--- src/rtl/frame_egress_ctrl_pkg.sv ---
// Shared definitions for the frame egress path.
//   - AXIS_DEST_WIDTH : default destination field width on the output stream
//   - SB_WIDTH        : sideband FIFO word width
//   - SB_DEST_LSB     : bit offset of dest in the sideband word
//   - sb_ptr_lsb()    : bit offset of the start pointer (directly above dest)
//   - axis_beat_t     : one output beat as stored in the skid buffer
package frame_egress_ctrl_pkg;

  localparam int AXIS_DEST_WIDTH = 4;
  localparam int SB_WIDTH        = 20;
  localparam int SB_DEST_LSB     = 0;

  function automatic int sb_ptr_lsb(input int dest_w);
    return SB_DEST_LSB + dest_w;
  endfunction

  typedef struct packed {
    logic       tlast;
    logic       tuser;
    logic [7:0] tdata;
  } axis_beat_t;

endpackage

--- src/rtl/axis_skid_buffer.sv ---
// Two-entry output FIFO in front of the AXI-stream master.
//   clk, reset   : clock, async active-high reset
//   push_i/din_i : write one beat (caller guarantees room)
//   pop_i        : consume the head beat (ignored when empty)
//   dout_o       : head beat, stable until popped
//   valid_o      : buffer non-empty
//   count_o      : occupancy 0..2
module axis_skid_buffer
  import frame_egress_ctrl_pkg::*;
(
  input  logic       clk,
  input  logic       reset,
  input  logic       push_i,
  input  axis_beat_t din_i,
  input  logic       pop_i,
  output axis_beat_t dout_o,
  output logic       valid_o,
  output logic [1:0] count_o
);

  axis_beat_t mem_q [2];
  logic       wr_q, rd_q;
  logic [1:0] count_q;
  logic       pop;

  assign pop     = pop_i & (count_q != 2'd0);
  assign dout_o  = mem_q[rd_q];
  assign valid_o = (count_q != 2'd0);
  assign count_o = count_q;

  always_ff @(posedge clk or posedge reset) begin
    if (reset) begin
      mem_q[0] <= '0;
      mem_q[1] <= '0;
      wr_q     <= 1'b0;
      rd_q     <= 1'b0;
      count_q  <= 2'd0;
    end else begin
      if (push_i) begin
        mem_q[wr_q] <= din_i;
        wr_q        <= ~wr_q;
      end
      if (pop) rd_q <= ~rd_q;
      count_q <= count_q + 2'(push_i) - 2'(pop);
    end
  end

endmodule

--- src/rtl/frame_egress_ctrl.sv ---
// Frame egress controller: pops one sideband entry per frame, replays the
// frame's bytes from the frame buffer onto an AXI-stream master with tdest,
// then commits the frame-buffer read pointer.
//   clk, reset         : clock, async active-high reset
//   sb_ren/sb_empty    : sideband FIFO pop / empty
//   sb_rdata           : {0.., start_ptr, dest}, valid the cycle after sb_ren
//   fb_ren/fb_raddr    : frame-buffer read request (address carries wrap bit)
//   fb_rdata           : {tlast, byte}, valid the cycle after fb_ren
//   fb_rptr            : committed read pointer for the buffer writer
//   m_t*               : AXI-stream master; tuser marks a truncated frame
module frame_egress_ctrl
  import frame_egress_ctrl_pkg::*;
#(
  parameter int ADDR_WIDTH    = 11,
  parameter int DEST_WIDTH    = AXIS_DEST_WIDTH,
  parameter int MAX_FRAME_LEN = 1536
) (
  input  logic                  clk,
  input  logic                  reset,
  output logic                  sb_ren,
  input  logic                  sb_empty,
  input  logic [SB_WIDTH-1:0]   sb_rdata,
  output logic                  fb_ren,
  output logic [ADDR_WIDTH:0]   fb_raddr,
  input  logic [8:0]            fb_rdata,
  output logic [ADDR_WIDTH:0]   fb_rptr,
  output logic                  m_tvalid,
  input  logic                  m_tready,
  output logic                  m_tlast,
  output logic                  m_tuser,
  output logic [7:0]            m_tdata,
  output logic [DEST_WIDTH-1:0] m_tdest
);

  localparam int AW1     = ADDR_WIDTH + 1;
  localparam int PTR_LSB = sb_ptr_lsb(DEST_WIDTH);
  localparam int LW      = $clog2(MAX_FRAME_LEN + 1);

  typedef enum logic [1:0] {S_IDLE, S_POP, S_STREAM, S_DRAIN} state_e;

  state_e                state_q, state_d;
  logic [DEST_WIDTH-1:0] dest_q;
  logic [AW1-1:0]        raddr_q, rptr_q;
  logic [LW-1:0]         len_q;
  logic                  inflight_q;

  logic       ret, ret_last, guard_hit, frame_end, drain_done, issue, pop;
  logic [1:0] occ_sum, count;
  axis_beat_t head, din;

  logic unused_sb_hi;
  assign unused_sb_hi = ^sb_rdata[SB_WIDTH-1:PTR_LSB+AW1];

  // A read issued last cycle returns now; inflight is at most one, so the
  // returning word is always the len_q-th byte of the frame.
  assign ret        = inflight_q;
  assign ret_last   = ret & fb_rdata[8];
  assign guard_hit  = ret & ~fb_rdata[8] & (len_q == LW'(MAX_FRAME_LEN));
  assign frame_end  = ret_last | guard_hit;
  assign drain_done = (count == 2'd0) & ~inflight_q;
  assign pop        = m_tvalid & m_tready;

  // A head popping this cycle frees its slot, which keeps 1 byte/cycle.
  assign occ_sum = 2'(inflight_q) + count - 2'(pop);

  // State register
  always_ff @(posedge clk or posedge reset) begin
    if (reset) state_q <= S_IDLE;
    else       state_q <= state_d;
  end

  // Next state
  always_comb begin
    state_d = state_q;
    case (state_q)
      S_IDLE:   if (~sb_empty) state_d = S_POP;
      S_POP:    state_d = S_STREAM;
      S_STREAM: if (frame_end) state_d = S_DRAIN;
      S_DRAIN:  if (drain_done) state_d = S_IDLE;
      default:  state_d = S_IDLE;
    endcase
  end

  // Outputs; sb_ren is masked while reset is held so it reads 0 in reset.
  always_comb begin
    sb_ren = (state_q == S_IDLE) & ~sb_empty & ~reset;
    issue  = (state_q == S_STREAM) & ~frame_end &
             (len_q < LW'(MAX_FRAME_LEN)) & (occ_sum < 2'd2);
    fb_ren = issue;
  end

  always_ff @(posedge clk or posedge reset) begin
    if (reset) begin
      dest_q     <= '0;
      raddr_q    <= '0;
      rptr_q     <= '0;
      len_q      <= '0;
      inflight_q <= 1'b0;
    end else begin
      inflight_q <= issue;
      if (state_q == S_POP) begin
        dest_q  <= sb_rdata[SB_DEST_LSB +: DEST_WIDTH];
        raddr_q <= sb_rdata[PTR_LSB +: AW1];
        len_q   <= '0;
      end else if (issue) begin
        raddr_q <= raddr_q + AW1'(1);
        len_q   <= len_q + LW'(1);
      end
      // raddr is one past the last byte read; every byte is already accepted.
      if (state_q == S_DRAIN && drain_done) rptr_q <= raddr_q;
    end
  end

  assign din = '{tlast: fb_rdata[8] | guard_hit, tuser: guard_hit,
                 tdata: fb_rdata[7:0]};

  axis_skid_buffer u_skid (
    .clk     (clk),
    .reset   (reset),
    .push_i  (ret),
    .din_i   (din),
    .pop_i   (pop),
    .dout_o  (head),
    .valid_o (m_tvalid),
    .count_o (count)
  );

  assign fb_raddr = raddr_q;
  assign fb_rptr  = rptr_q;
  assign m_tdata  = head.tdata;
  assign m_tlast  = head.tlast;
  assign m_tuser  = head.tuser;
  assign m_tdest  = dest_q;

endmodule

--- config.mk ---
export PLATFORM = sky130hd
export DESIGN_NAME = frame_egress_ctrl
export DESIGN_NICKNAME = d
export VERILOG_FILES = /design/src/rtl/frame_egress_ctrl_pkg.sv /design/src/rtl/axis_skid_buffer.sv /design/src/rtl/frame_egress_ctrl.sv
export SDC_FILE = /design/constraint.sdc
export NUM_CORES = 1
export LEC_CHECK = 0
export BUFFER_PORTS_ARGS = -buffer_cell sky130_fd_sc_hd__buf_4
export CAP_MARGIN = 20
export CORE_UTILIZATION = 25
export CTS_BUF_LIST = sky130_fd_sc_hd__clkbuf_16
export CTS_CLUSTER_SIZE = 28
export DETAILED_ROUTE_END_ITERATION = 8
export PLACE_DENSITY_LB_ADDON = 0.3
export SETUP_SLACK_MARGIN = 0.2
export SLEW_MARGIN = 20
export SYNTH_ARGS = -nofsm -noshare
export SYNTH_HDL_FRONTEND = slang
export SYNTH_SLANG_ARGS = --single-unit
export TNS_END_PERCENT = 20
--- constraint.sdc ---
create_clock -name clk -period 1.9 [get_ports clk]
set_input_delay 0.285 -clock clk [delete_from_list [all_inputs] [get_ports clk]]
set_output_delay 0.285 -clock clk [all_outputs]
set_load 0.1 [all_outputs]
==> flow_summary.json, run 1 <==
{
  "route.detailed.drc": 0,
  "area_growth_pct": 49.4,
  "io_buffer_count": 69,
  "cts_root_buffer": "clkbuf_16",
  "hpwl_um": 5300,
  "cp.required_ns": 1.62,
  "drtPass1Iterations": 4,
  "ys_ff_latch": 66,
  "max_cap_violations": 0,
  "synth_fp_nets": 312,
  "grt_pass1_wl_um": 12100,
  "finalHoldViolations": 0,
  "antenna_found_initial": 0,
  "synthFlopType": "dfrtp_1",
  "worst-r2r-cell-count": 9,
  "grtUsageTotal": 0.123,
  "tritoncts": "built",
  "final_cells": 548,
  "worst_slew_pin_slew_ns": 0.516,
  "skew_ns": 0.00632,
  "clock_path_buffers": 2,
  "routed_wl_um": 7420,
  "hold_path_depth": 3,
  "fin_crit_sh": 1.18,
  "synth_edf_count": 0,
  "violations": "setup timing",
  "status": "complete, but fails checks",
  "dieHeight_um": 114,
  "netlist-cell-type-count": 39,
  "final_nets": 418,
  "clk_latency_ns": 0.33,
  "critPathCaptureType": "output pin",
  "num_vias": 2483,
  "coreArea_um2": 12200,
  "final_cell_mix": "buf_4, dfrtp_1, mux2_1",
  "wl_per_cell_um": 13.5,
  "avgSynthCellArea_um2": 11.7,
  "cts.sinks": 66,
  "max_slew_margin": 0.655,
  "first_global_vias": 2476,
  "fin_ws_ns": -0.335,
  "seq_area_frac_synth": 0.523,
  "dr.first_iter.drc_count": 68,
  "arrival_ns": 1.95,
  "overflow": 0,
  "row_count": 40,
  "worstSetupPathType": "reg2out",
  "dieWidth_um": 114,
  "slew_viol_final": 0,
  "critPathLaunchType": "flop",
  "setup_violations": 24,
  "dpl_worst_slack_ns": -0.270,
  "layout_min_cycle_time_ns": 2.24,
  "drive_above_1_share": 0.421,
  "dieArea_um2": 13100,
  "hp-class": "in2reg",
  "ys_async_sr_fraction": 1.00,
  "finalWeightedCongestion": 0.751,
  "antenna_cells": 0,
  "initial_core_util": 0.260,
  "synthCells": 269,
  "viasPerCell": 4.53,
  "rsz0062_at_grt": "yes",
  "grt_max_degree": 21,
  "clk_pin_slew_worst_paths_ns": 0.05,
  "cp_max_fo": 3,
  "syn_area_um2": 3160,
  "cts_htree_levels": 3,
  "io_pins": 74,
  "placed_cells": 526,
  "fmaxAchievable_mhz": 447,
  "finish.utilization": 0.388,
  "detail-route-antenna-nets": 0,
  "final_common_cell": "buf_4",
  "yosysWarnings": 0,
  "cts_buffers": 9
}
==> cell type report <==
| cell class | count | area [um^2] |
|---|---|---|
| Clock buffer | 9 | 225 |
| Clock inverter | 7 | 27.5 |
| Fill cell | 1230 | 7440 |
| Inverter | 14 | 65.1 |
| Multi-Input combinational cell | 178 | 1530 |
| Sequential cell | 66 | 1660 |
| Tap cell | 168 | 210 |
| Timing Repair Buffer | 106 | 1000 |
==> metrics by stage <==
stage	hold WS (ns)	TNS [ns]	area [um^2]
after global routing	0.165	-8.05	4720
after CTS	0.153	-6.09	4690
after detailed placement	0.349	-4.47	4150
after floorplan	0.411	-7.76	3220
final	0.170	-4.91	4720
after global placement	0.343	-3.49	4150
==> flip-flops by register name, summed over array words and instances, names as in the netlist <==
| name | cells |
|---|---|
| u_skid.mem_q | 20 |
| fb_raddr | 12 |
| fb_rptr | 12 |
| len_q | 11 |
| m_tdest | 4 |
| state_q | 2 |
| u_skid.count_o | 2 |
| inflight_q | 1 |
| u_skid.rd_q | 1 |
| u_skid.wr_q | 1 |
==> kinds of logic after synthesis <==
group	share of synthesized area
AO/OA/AOI/OAI	0.0789
XOR/XNOR	0.0242
adder cells (fa/ha/maj)	0.0396
buffers and inverters	0.0361
flip-flops	0.523
multiplexers	0.166
AND/OR/NAND/NOR	0.132
==> metal layers <==
layer	up-vias	routed length [um]	part of all wire	track usage
li1	1194	-	-	-
met1	1219	3290	0.44	0.147
met2	60	3600	0.49	0.198
met3	10	423	0.057	0.0513
met4	0	100	0.013	0.0442
met5	-	0	0	0
==> critical path: stages, from the launching register on <==
cell and delay, ns:
dfrtp_1 0.39, or2_4 0.24, and2_4 0.15, ha_4 0.15, xnor3_2 0.25, nand3_4 0.09, buf_12 0.15, inv_12 0.04
buf_16 0.15
==> cells in the mapped netlist (all sizes together), types with 2 or more instances <==
cell	n	area [um^2]
a21oi	8	40.0
a31oi	10	62.6
and4	3	26.3
buf	6	42.5
clkbuf	5	18.8
dfrtp	66	1650
ha	10	125
inv	14	52.6
mux2	43	484
mux2i	4	40.0
nand2	12	45.0
nand3	11	67.6
nand4	6	37.5
nor2	15	56.3
o21ai	15	75.1
o31ai	6	45.0
or3	11	68.8
or4	6	45.0
xnor2	2	17.5
xor2	4	35.0
==> timing repair <==
action                                 CTS  global route
endpoints found under the hold margin    1             0
pin swaps                                5             7
setup buffers                            5             0
hold buffers                             1             0
gates resized for setup                 65             8
setup endpoints to repair               49            48
==> final timing paths <==
check                             startpoint          endpoint  slack [ns]
setup / recovery           u_skid.count_o[0]            fb_ren       -0.34
hold / removal                   sb_rdata[4]       fb_raddr[0]        0.17
setup reg to reg           u_skid.count_o[0]          len_q[8]       -0.31
hold reg to reg                   fb_rptr[7]        fb_rptr[7]        0.49
max in group asynchronous              reset       fb_raddr[0]        0.81
min in group asynchronous              reset  u_skid.mem_q[11]        0.56
Power of run 1 is left out: the tool's default activity adds up to more than one toggle a clock period on the data nets, which glitch-free logic cannot reach.
==> run 2, diff against run 1 <==
--- a/config.mk
+++ b/config.mk
@@ -7,8 +7,8 @@
 export LEC_CHECK = 0
 export BUFFER_PORTS_ARGS = -buffer_cell sky130_fd_sc_hd__buf_4
 export CAP_MARGIN = 20
+export CORE_ASPECT_RATIO = 2
 export CORE_UTILIZATION = 25
-export CTS_BUF_LIST = sky130_fd_sc_hd__clkbuf_16
 export CTS_CLUSTER_SIZE = 28
 export DETAILED_ROUTE_END_ITERATION = 8
 export PLACE_DENSITY_LB_ADDON = 0.3
==> run 2 against run 1 <==
  * The run still ends with setup timing left
  * Die area up 0.20%
  * First-iteration DRC count down 25%
  * Sequential share of layout area down 0.11 points
  * Global-route usage up 0.36 points
  * Clock skew down 0.00087 ns
  * Maximum frequency up 0.70%
  * Final cell count down 4.6%
  * Register-to-register slack about the same
  * Final area up 0.32%
  * Wire length up 3.6%
  * Hold slack worse by 0.11 ns
  * Via count down 0.93%
  * Highest routed layer unchanged
==> flow_summary.json, run 2 (synthesis gave the netlist of run 1 again) <==
{
  "status": "complete, but fails checks",
  "violations": "setup timing",
  "critPathLaunchType": "flop",
  "final_cell_mix": "buf_4, dfrtp_1, mux2_1",
  "critPathSlowestCell": "or4_4",
  "io_pins": 74,
  "hp-class": "in2async",
  "skew_ns": 0.00545,
  "grtUsageTotal": 0.127,
  "r2r_start": "u_skid.count_o[1]",
  "io_buffer_count": 69,
  "critPathCaptureType": "flop",
  "slew_viol_final": 0,
  "final_nets": 415,
  "dpl_cell_area_um2": 4060,
  "tritoncts": "built",
  "crit_chain": "or2_4, and2_4, ha_4, xnor3_2, nand3_4, buf_6, or4_4, a31oi_4",
  "wl_per_cell_um": 14.7,
  "overflow": 0,
  "largest_register_ffs": 20,
  "clk_latency_ns": 0.33,
  "hold_slack_ns": 0.0586,
  "dieHeight_um": 161,
  "cts_root_buffer": "clkbuf_16",
  "area_growth_pct": 49.9,
  "worst-r2r-cell-count": 8,
  "coreArea_um2": 12200,
  "antenna_found_initial": 0,
  "clock_path_buffers": 2,
  "fillers": 1190,
  "cp.required_ns": 2.15,
  "fin_area_um2": 4730,
  "max_slew_margin": 0.621,
  "hpwl_um": 5350,
  "ff2ff_setup_slack_ns": -0.32,
  "final_cells": 523,
  "routed_wl_um": 7680,
  "cts_buffers": 9,
  "cts_htree_levels": 3,
  "grt_max_degree": 67,
  "rsz0062_at_grt": "yes",
  "slowest_delay_ns": 0.49,
  "fin_ws_ns": -0.320,
  "timing.rr.end": "fb_raddr[11]",
  "finalHoldViolations": 0,
  "critPathTopFamily": "simple AND/OR/NAND/NOR gates",
  "route.detailed.drc": 0,
  "dieArea_um2": 13100,
  "worst_slew_pin_slew_ns": 0.567,
  "worstSetupPathType": "reg2reg",
  "row_count": 57,
  "num_vias": 2460,
  "ctsHoldBuffers": 0,
  "clk_pin_slew_worst_paths_ns": 0.05,
  "layout_min_cycle_time_ns": 2.22,
  "drtPass1Iterations": 4,
  "cts.sinks": 66,
  "fmaxAchievable_mhz": 451,
  "placed_cells": 501,
  "detail-route-antenna-nets": 0,
  "arrival_ns": 2.47,
  "setup_violations": 24,
  "top_register": "u_skid.mem_q",
  "first_global_vias": 2590,
  "cp_max_fo": 7,
  "dieWidth_um": 81.5,
  "finalWeightedCongestion": 0.794,
  "drive_above_1_share": 0.452,
  "grt_pass1_wl_um": 12500,
  "final_common_cell": "buf_4",
  "max_cap_violations": 0,
  "dr.first_iter.drc_count": 51,
  "initial_core_util": 0.259,
  "fin_crit_sh": 1.17,
  "cp_num_buf_inv": 1,
  "antenna_cells": 0,
  "viasPerCell": 4.70
}
## run 2: cell count changes in the layout (fill, tap and decap cells not counted), moves of 3 or more
cell	before	now
clkinv_1	5	0
mux2_1	28	24
mux2_4	9	13
or4_1	6	3
or4_4	0	3
## run 2: worst min-delay path, delay by kind of cell
family	cells	cell delay [ns]
buffers and inverters	3	0.50
## run 2: how the worst max path moves through the flow
stage / start / endpoint / slack, ns / depth (start not counted)
2_1_floorplan: u_skid.count_o[0] / len_q[5] / -0.28 / 9
3_3_place_gp: u_skid.count_o[0] / fb_raddr[3] / -0.26 / 8
3_5_place_dp: u_skid.count_o[0] / fb_raddr[7] / -0.30 / 7
4_1_cts: u_skid.count_o[1] / fb_ren / -0.31 / 7
5_1_grt: u_skid.count_o[1] / fb_raddr[11] / -0.40 / 8
6_report: u_skid.count_o[1] / fb_raddr[11] / -0.32 / 8
## run 2: cell type report
cell class	count	area (um^2)	share of cell area
sequential	66	1660	0.351
timing repair buffer	103	953	0.201
inverter	14	67.6	0.0143
clock buffer	12	246	0.0521
clock inverter	3	40.0	0.00846
tap	147	184	0.0389
multi-input combinational	178	1580	0.334
## run 2: repair_timing
action                                  in CTS  in global routing
gates cloned                                 0                  0
gates resized for setup                     75                 12
pin swaps                                    9                  8
setup buffers                                5                  2
endpoints found under the setup margin      49                 48
## run 2: stage by stage
step / setup slack (ns) / TNS (ns) / util
2_1_floorplan: -0.284 / -7.76 / -
3_3_place_gp: -0.264 / -3.80 / 0.333
3_5_place_dp: -0.300 / -5.01 / 0.333
4_1_cts: -0.306 / -4.89 / 0.382
5_1_grt: -0.399 / -7.04 / 0.388
6_report: -0.320 / -4.67 / 0.388
## run 2: layer usage
metal / track usage / vias up / part of all wire
li1: - / 1183 / -
met1: 0.139 / 1212 / 0.39
met2: 0.216 / 53 / 0.55
met3: 0.0335 / 12 / 0.038
met4: 0.0625 / 0 / 0.023
met5: 0 / - / 0
Power of run 2 is left out for the same reason.
